--- config.mk ---
export PLATFORM = sky130hd
export DESIGN_NAME = serial_word_tx_flat
export DESIGN_NICKNAME = d
export VERILOG_FILES = /design/src/rtl/serial_word_tx_if.sv /design/src/rtl/serial_word_tx.sv /design/src/flat_wrapper.sv
export SDC_FILE = /design/constraint.sdc
export NUM_CORES = 1
export LEC_CHECK = 0
export ABC_AREA = 1
export BUFFER_PORTS_ARGS = -buffer_cell sky130_fd_sc_hd__buf_2
export CAP_MARGIN = 20
export CORE_MARGIN = 3
export CORE_UTILIZATION = 39
export CTS_BUF_LIST = sky130_fd_sc_hd__clkbuf_2
export CTS_CLUSTER_SIZE = 40
export DETAILED_ROUTE_END_ITERATION = 7
export MAX_ROUTING_LAYER = met4
export PLACE_DENSITY = 0.7
export SYNTH_ARGS = -nofsm -noshare
export SYNTH_HDL_FRONTEND = slang
export SYNTH_SLANG_ARGS = --single-unit
--- constraint.sdc ---
create_clock -name Clock -period 1.3 [get_ports Clock]
set_clock_uncertainty 0.15 [all_clocks]
set_input_delay 0.065 -clock Clock [delete_from_list [all_inputs] [get_ports Clock]]
set_output_delay 0.065 -clock Clock [all_outputs]
set_load 0.01 [all_outputs]
--- src/rtl/serial_word_tx_if.sv ---
// Handshake and serial-out bundle for serial_word_tx.
// The master side supplies words; the slave side is the transmitter.
interface serial_word_tx_if #(
  parameter int WIDTH = 6
);
  logic             Load;
  logic [WIDTH-1:0] D;
  logic             Ready;
  logic             SO;
  logic             Frame;
  logic             Done;

  modport master (
    output Load,
    output D,
    input  Ready,
    input  SO,
    input  Frame,
    input  Done
  );

  modport slave (
    input  Load,
    input  D,
    output Ready,
    output SO,
    output Frame,
    output Done
  );
endinterface

--- src/rtl/serial_word_tx.sv ---
// Parallel-in, serial-out word transmitter, MSB first, with optional idle gap.
// Define SERIAL_TX_PARITY_EN to append an even-parity bit after the data LSB.
module serial_word_tx #(
  parameter int WIDTH = 6,
  parameter int GAP   = 1
) (
  input  logic              Clock,
  input  logic              Resetn,
  serial_word_tx_if.slave   bus
);

`ifdef SERIAL_TX_PARITY_EN
  localparam int L = WIDTH + 1;
`else
  localparam int L = WIDTH;
`endif
  localparam int CW = $clog2(WIDTH + 2);
  localparam int GW = (GAP > 1) ? $clog2(GAP) : 1;

  localparam logic [CW-1:0] CNT_ZERO   = CW'(0);
  localparam logic [CW-1:0] CNT_ONE    = CW'(1);
  localparam logic [CW-1:0] CNT_LAST   = CW'(L - 1);
  localparam logic [CW-1:0] CNT_PENULT = CW'(L - 2);
  localparam logic [GW-1:0] GCNT_ZERO  = GW'(0);
  localparam logic [GW-1:0] GCNT_ONE   = GW'(1);
  localparam logic [GW-1:0] GCNT_LAST  = GW'((GAP > 0) ? (GAP - 1) : 0);

  typedef enum logic [1:0] {
    ST_IDLE  = 2'b00,
    ST_SHIFT = 2'b01,
    ST_GAP   = 2'b10
  } state_t;

  state_t        state_r, state_s;
  logic [L-1:0]  sh_r, sh_s;
  logic [L-1:0]  capture_s;
  logic [CW-1:0] cnt_r, cnt_s;
  logic [GW-1:0] gcnt_r, gcnt_s;
  logic          ready_r, ready_s;
  logic          frame_r, frame_s;
  logic          done_r, done_s;

`ifdef SERIAL_TX_PARITY_EN
  function automatic logic even_parity(input logic [WIDTH-1:0] word);
    return ^word;
  endfunction

  // Parity rides in the LSB of the shift register so it leaves right after the data.
  assign capture_s = {bus.D, even_parity(bus.D)};
`else
  assign capture_s = bus.D;
`endif

  // Next-state and next-output decode.
  always_comb begin
    state_s = state_r;
    sh_s    = sh_r;
    cnt_s   = cnt_r;
    gcnt_s  = gcnt_r;
    ready_s = ready_r;
    frame_s = frame_r;
    done_s  = 1'b0;
    case (state_r)
      ST_IDLE: begin
        if (bus.Load) begin
          state_s = ST_SHIFT;
          sh_s    = capture_s;
          cnt_s   = CNT_ZERO;
          ready_s = 1'b0;
          frame_s = 1'b1;
        end else begin
          ready_s = 1'b1;
          frame_s = 1'b0;
        end
      end
      ST_SHIFT: begin
        // Zeros shift in, so the register is empty once the last bit leaves.
        sh_s = {sh_r[L-2:0], 1'b0};
        if (cnt_r == CNT_LAST) begin
          frame_s = 1'b0;
          cnt_s   = CNT_ZERO;
          gcnt_s  = GCNT_ZERO;
          if (GAP > 0) begin
            state_s = ST_GAP;
            ready_s = 1'b0;
          end else begin
            state_s = ST_IDLE;
            ready_s = 1'b1;
          end
        end else begin
          cnt_s   = cnt_r + CNT_ONE;
          frame_s = 1'b1;
          ready_s = 1'b0;
          done_s  = (cnt_r == CNT_PENULT);
        end
      end
      ST_GAP: begin
        if (gcnt_r == GCNT_LAST) begin
          state_s = ST_IDLE;
          gcnt_s  = GCNT_ZERO;
          ready_s = 1'b1;
        end else begin
          gcnt_s  = gcnt_r + GCNT_ONE;
          ready_s = 1'b0;
        end
      end
      default: begin
        state_s = ST_IDLE;
        sh_s    = {L{1'b0}};
        cnt_s   = CNT_ZERO;
        gcnt_s  = GCNT_ZERO;
        ready_s = 1'b1;
        frame_s = 1'b0;
      end
    endcase
  end

  // State, datapath and output registers with synchronous reset.
  always_ff @(posedge Clock) begin
    if (!Resetn) begin
      state_r <= ST_IDLE;
      sh_r    <= {L{1'b0}};
      cnt_r   <= CNT_ZERO;
      gcnt_r  <= GCNT_ZERO;
      ready_r <= 1'b1;
      frame_r <= 1'b0;
      done_r  <= 1'b0;
    end else begin
      state_r <= state_s;
      sh_r    <= sh_s;
      cnt_r   <= cnt_s;
      gcnt_r  <= gcnt_s;
      ready_r <= ready_s;
      frame_r <= frame_s;
      done_r  <= done_s;
    end
  end

  assign bus.SO    = sh_r[L-1];
  assign bus.Ready = ready_r;
  assign bus.Frame = frame_r;
  assign bus.Done  = done_r;

endmodule

--- src/flat_wrapper.sv ---
// flat-port wrapper written by rule: the top's interface ports become plain ports
module serial_word_tx_flat 
#(
  parameter int WIDTH = 6,
  parameter int GAP   = 1
)
  (Clock, Resetn, bus_Load, bus_D, bus_Ready, bus_SO, bus_Frame, bus_Done);
  serial_word_tx_if #(.WIDTH(WIDTH)) bus_i ();
  input  logic Clock;
  input  logic Resetn;
  input wire logic [$bits(bus_i.Load)-1:0] bus_Load;
  input wire logic [$bits(bus_i.D)-1:0] bus_D;
  output wire logic [$bits(bus_i.Ready)-1:0] bus_Ready;
  output wire logic [$bits(bus_i.SO)-1:0] bus_SO;
  output wire logic [$bits(bus_i.Frame)-1:0] bus_Frame;
  output wire logic [$bits(bus_i.Done)-1:0] bus_Done;
  assign bus_i.Load = bus_Load;
  assign bus_i.D = bus_D;
  assign bus_Ready = bus_i.Ready;
  assign bus_SO = bus_i.SO;
  assign bus_Frame = bus_i.Frame;
  assign bus_Done = bus_i.Done;
  serial_word_tx #(.WIDTH(WIDTH), .GAP(GAP)) u_core (.Clock(Clock), .Resetn(Resetn), .bus(bus_i));
endmodule
==> flow_summary_export.csv, run 1 <==
group,metric,value,unit
synth,synth_area_leaders,"dfxtp_1 46%, nand2_1 25%, nand3_1 7.4%",
floorplanning,start_util,43.80,%
floorplanning,chipWidth,45.41,um
floorplanning,die-area,2062,um^2
floorplanning,placementRows,13,
global_route,gr-total-overflow,0,
critical_path,worstPathArrival,1320,ps
clock_tree,clockBufferDepth,2,
critical_path,rrSetupSlack,120,ps
global_route,first_global_vias,545,
min_path,min_path_type,"reg -> reg",
critical_path,start_kind,"input pin",
synth,synth_xor_area_share,0,%
synth,synth_top_cell_by_area,"dfxtp_1",
cells_and_area,drive_gt1_share,21.74,%
power_and_ir_drop,p_leak,0.4276,nW
timing,rsz0062_at_grt,"false",
synth,synth.distinct_cells,14,
global_route,globalRouteTotalUtil,15.12,%
clock_tree,clk_pin_slew_worst_paths,130,ps
clock_tree,cts_sinks,14,
timing,fmax,810.4,MHz
synth,synth-compound-area-share,6.405,%
timing,hold_viol,0,
cells_and_area,area_delta_synth_final,33.68,%
clock_tree,clk_latency,280,ps
detailed_routing,wl_per_cell,10.16,um
power_and_ir_drop,ir_worst_vdd,0.6356,mV
synth,synth_warnings,0,
synth,ys_seq_area_share,46.28,%
place,dp_hpwl,927.1,um
timing,whs,314.6,ps
clock_tree,tritoncts,"yes",
critical_path,critPathLaunch,"bus_Load",
cells_and_area,fin_nets,125,
synth,synth_top_family_by_area,"simple AND/OR/NAND/NOR gates",
clock_tree,cts_root_buffer,"clkbuf_2",
status,status,"complete, no violations",
synth,syn-num-nets,98,
min_path,hp-start,"u_core.sh_r[4]$_SDFFE_PN0P_",
critical_path,critPathKind,"in -> reg",
synth,synth_cells,89,
critical_path,cp.required,1380,ps
synth,yosys-mux-area-fraction,0,%
timing,setup-violations-final,0,
place,port-buffer-count,12,
clock_tree,cts_setup_buffers,0,
detailed_routing,routed_wl,1321,um
floorplanning,dieHeight,45.41,um
critical_path,worstSetupEndpointType,"flip-flop",
global_route,grt_max_degree,14,
place,gp_congestion,0.8166,
timing,min_period_over_period,94.92,%
synth,syn_area,605.6,um^2
cells_and_area,antenna_cells,0,
detailed_routing,drt_iter0_drc,10,
floorplanning,pin_count,13,
detailed_routing,ant_nets,0,
run,drv_cap,0,
synth,synth_fa_ha_area_share,0,%
timing,finalMaxSlewViolations,0,
timing,fin_crit,1234,ps
detailed_routing,firstDrtPassIters,4,
detailed_routing,viasPerCell,4.869,
timing,setup_tns,0,ps
timing,relSlewSlack,84.39,%
synth,ys_ff_latch,14,
synth,synth.top_cell.area_share,46.28,%
synth,synth-simple-area-share,40.29,%
critical_path,r2r_start,"u_core.state_r[0]$_SDFFE_PN0P_",
detailed_routing,routed-via-count,633,
clock_tree,cts_buffers,3,
power_and_ir_drop,power_density,1054,nW/um^2
detailed_routing,drc,0,
global_route,grt_pass1_wl,2208,um
critical_path,crit_fanout,5,
floorplanning,core_area,1383,um^2
clock_tree,h-tree-depth,1,
timing,tightest_slew,233.9,ps
global_route,antenna_found_initial,0,
synth,syn_avg_cell_area,6.804,um^2
Yosys cell counts:
master and instances:
nor2_2 1, o21ai_0 1, o21bai_2 1, dfxtp_1 14, nor2_4 1, nor2_1 4
nand4_1 1, nor3_1 2, nand2_1 40, a21oi_1 3, inv_1 10, o211ai_1 1
buf_2 1, nand3_1 9
power breakdown:
group / internal, W / total (W) / switching (W) / leakage, nW
sequential: 0.000460 / 0.000481 / 0.0000204 / 0.116
clock: 0.0000668 / 0.000206 / 0.000139 / 0.0140
combinational: 0.0000780 / 0.000167 / 0.0000887 / 0.298
registers in the layout, indices dropped and copies added, names as in the netlist:
name              flops
u_core.bus.Done       1
u_core.bus.Frame      1
u_core.bus.Ready      1
u_core.cnt_r          3
u_core.sh_r           6
u_core.state_r        2
path summary, 6_finish.rpt:
kind                            endpoint  cells after the start
max reg2reg  u_core.sh_r[1]$_SDFFE_PN0P_                      7
min          u_core.sh_r[4]$_SDFFE_PN0P_                      2
max          u_core.sh_r[1]$_SDFFE_PN0P_                      7
min reg2reg  u_core.sh_r[4]$_SDFFE_PN0P_                      2
metrics by stage:
stage                     utilization [%]  setup WS, ps   power, W  instance area (um^2)  instances
after floorplan                         -         202.4  0.0005758                 605.6         89
after global placement              50.77         116.9  0.0006338                 701.9        118
after detailed placement            50.77         106.3  0.0006344                 701.9        118
after CTS                           57.92         69.40  0.0008579                 800.8        130
after global routing                58.55         2.376  0.0009130                 809.5        130
final                               58.55         66.02  0.0008528                 809.5        130
area by class of cell:
type,instances,area (um^2)
repair buffers,23,162.7
fillers,126,573.1
flip-flops and latches,14,282.8
multi-input cells,64,289.0
clock buffers,3,15.01
well taps,15,18.77
clock inverters,1,3.754
inverters,10,37.54
critical path, stage by stage:
cell and delay [ps]:
dlygate4sd3_1 530, buf_2 150, inv_1 60, o21bai_2 190, buf_4 180, nand3_1 80
nand2_1 70
kinds of logic (layout without fill, tap and decap cells):
kind of cell,after synthesis,after routing
DFF,14,14
AOI/OAI and AO/OA,6,6
and+or+nand+nor,58,58
buffers and inverters,11,37
timing repair:
item | in CTS | in global routing
hold endpoints to repair | 10 | 0
hold buffers | 8 | 0
gates resized for setup | 0 | 4
endpoints found under the setup margin | 0 | 10
layer usage:
| metal | global-route usage (%) | up-vias | wire length, um |
|---|---|---|---|
| met4 | 5.263 | 0 | 17 |
| met2 | 23.96 | 15 | 617 |
| met3 | 5.929 | 4 | 66 |
| met5 | - | - | 0 |
| met1 | 17.15 | 284 | 621 |
| li1 | - | 330 | - |
cell usage in the layout, fill, tap and decap left out:
| cell type | Yosys | final |
|---|---|---|
| dfxtp_2 | 0 | 2 |
| dfxtp_1 | 14 | 12 |
| a21oi_1 | 3 | 2 |
| o21bai_2 | 1 | 1 |
| nand2_1 | 40 | 40 |
| buf_2 | 1 | 12 |
| dlygate4sd3_1 | 0 | 8 |
| o21ai_0 | 1 | 1 |
| a21oi_2 | 0 | 1 |
| clkbuf_2 | 0 | 3 |
| nor2_2 | 1 | 2 |
| buf_4 | 0 | 3 |
| nand3_1 | 9 | 9 |
| nand4_1 | 1 | 1 |
| o211ai_1 | 1 | 1 |
| clkinv_1 | 0 | 1 |
| inv_1 | 10 | 10 |
| nor3_1 | 2 | 2 |
| nor2_4 | 1 | 1 |
| nor2_1 | 4 | 3 |
(Power assumes the default switching activity.)
==> inputs of run 2 (changes only) <==
- CORE_ASPECT_RATIO: default -> 0.9
==> run 2 against run 1 <==
Core utilization rose by 2.1 points. Critical path type unchanged. Setup slack got worse by 6.6 ps. Die area barely moved. Non-clock buffer count did not move. Power fell by 1.3%.
==> flow_summary_export.csv, run 2 (synthesis results as in run 1) <==
group,metric,value,unit
status,status,"complete, no violations",
cells_and_area,fin_nets,125,
global_route,globalRouteTotalUtil,15.51,%
cells_and_area,area_delta_synth_final,33.88,%
global_route,grt_util_met3,6.224,%
global_route,antenna_found_initial,0,
clock_tree,cts_sinks,14,
clock_tree,cts_buffers,3,
critical_path,r2r_start,"u_core.state_r[0]$_SDFFE_PN0P_",
power_and_ir_drop,total_power,0.0008416,W
detailed_routing,drc,0,
min_path,min_path_type,"reg -> reg",
critical_path,start_kind,"input pin",
timing,min_period_over_period,95.43,%
power_and_ir_drop,p_leak,0.4278,nW
power_and_ir_drop,power_density,1038,nW/um^2
critical_path,cp.required,1370,ps
clock_tree,cts_root_buffer,"clkbuf_2",
clock_tree,h-tree-depth,1,
timing,hold_viol,0,
global_route,grt_pass1_wl,2221,um
detailed_routing,drt_iter0_drc,14,
timing,fin_crit,1241,ps
cells_and_area,layout_common_cells,"40 x nand2_1, 12 x buf_2, 12 x dfxtp_1, 10 x inv_1, 9 x nand3_1",
floorplanning,chipWidth,47.54,um
place,dp_hpwl,886.8,um
detailed_routing,firstDrtPassIters,4,
global_route,gr-total-overflow,0,
clock_tree,cts_setup_buffers,0,
floorplanning,placementRows,12,
global_route,grtUsageMet1,18.84,%
global_route,grt_max_degree,14,
critical_path,crit_fanout,5,
critical_path,worstPathArrival,1310,ps
timing,fmax,806.1,MHz
detailed_routing,ant_nets,0,
floorplanning,pin_count,13,
place,port-buffer-count,12,
timing,tightest_slew,238.8,ps
critical_path,worstSetupEndpointType,"flip-flop",
clock_tree,clk_pin_slew_worst_paths,120,ps
critical_path,rrSetupSlack,130,ps
cells_and_area,final_area,810.8,um^2
detailed_routing,routed-via-count,617,
timing,finalMaxSlewViolations,0,
timing,setup-violations-final,0,
cells_and_area,largestRegisters,"u_core.sh_r (6), u_core.cnt_r (3), u_core.state_r (2)",
power_and_ir_drop,ir_worst_vdd,0.6188,mV
detailed_routing,routed_wl,1374,um
global_route,busiest_layer,"met2",
critical_path,cp-endpoint,"u_core.sh_r[1]$_SDFFE_PN0P_",
cells_and_area,largest_register,"u_core.sh_r",
critical_path,reg2reg_depth,7,
cells_and_area,largest_reg_flops,6,
floorplanning,dieHeight,43.38,um
cells_and_area,final_common_cell,"nand2_1",
critical_path,regToRegEndpoint,"u_core.sh_r[1]$_SDFFE_PN0P_",
timing,whs,309.0,ps
clock_tree,clk_latency,270,ps
place,dpl-instance-area,700.7,um^2
run,drv_cap,0,
detailed_routing,viasPerCell,4.820,
clock_tree,clockBufferDepth,2,
global_route,gr-usage-met2,23.26,%
global_route,first_global_vias,532,
floorplanning,start_util,45.32,%
cells_and_area,antenna_cells,0,
floorplanning,core_area,1336,um^2
clock_tree,tritoncts,"yes",
critical_path,critPathKind,"in -> reg",
critical_path,critPathLaunch,"bus_Load",
floorplanning,die-area,2062,um^2
cells_and_area,drive_gt1_share,20.18,%
timing,relSlewSlack,84.08,%
detailed_routing,wl_per_cell,10.73,um
place,gp_congestion,0.8465,
==> run 2: layout make-up <==
type,count,area [um^2]
clock buffer,3,15.01
fill,126,525.5
inverter,10,37.54
multi-input combinational,64,295.3
sequential,14,282.8
tap,14,17.52
timing repair buffer,23,162.7
==> run 2: report_power, final <==
group | switching [W] | leakage, nW | internal (W)
sequential | 0.0000197 | 0.116 | 0.000460
clock | 0.000128 | 0.0125 | 0.0000629
combinational | 0.0000907 | 0.300 | 0.0000806
==> run 2: routing by layer <==
metal / wire length, um / part of all wire [%]
met4: 8 / 0.58
met2: 655 / 48
met1: 638 / 46
met5: 0 / 0
met3: 71 / 5.2
==> run 2: how the worst min path moves through the flow <==
| stage | start | endpoint | slack, ps | depth (start not counted) |
|---|---|---|---|---|
| CTS | u_core.sh_r[5]$_SDFFE_PN0P_ | u_core.sh_r[5]$_SDFFE_PN0P_ | 320 | 2 |
| global placement | bus_Load | u_core.bus.Ready$_SDFF_PN1_ | 190 | 2 |
| finish | u_core.sh_r[5]$_SDFFE_PN0P_ | u_core.sh_r[5]$_SDFFE_PN0P_ | 310 | 2 |
| global route | u_core.sh_r[3]$_SDFFE_PN0P_ | u_core.sh_r[3]$_SDFFE_PN0P_ | 330 | 2 |
| detailed placement | bus_Load | u_core.bus.Ready$_SDFF_PN1_ | 200 | 2 |
| floorplan | bus_Load | u_core.bus.Ready$_SDFF_PN1_ | 30 | 1 |
==> run 2: critical path: stages <==
cell           delay [ps]
dlygate4sd3_1         530
buf_2                 150
inv_1                  70
o21bai_4              180
buf_4                 170
nand3_1                80
nand2_1                60
==> run 2: through the flow <==
step / util (%) / TNS, ps / worst slack, ps / instances
5_1_grt: 60.67 / -26.16 / -10.35 / 128
3_5_place_dp: 52.43 / 0 / 123.6 / 117
6_report: 60.67 / 0 / 59.43 / 128
4_1_cts: 59.55 / 0 / 44.30 / 128
2_1_floorplan: - / 0 / 202.4 / 89
3_3_place_gp: 52.43 / 0 / 127.1 / 117
==> run 2: what timing repair did <==
| action | in CTS | in global routing |
|---|---|---|
| endpoints found under the setup margin | 0 | 9 |
| hold buffers | 8 | 0 |
| resized for setup | 0 | 4 |
| endpoints found under the hold margin | 9 | 0 |
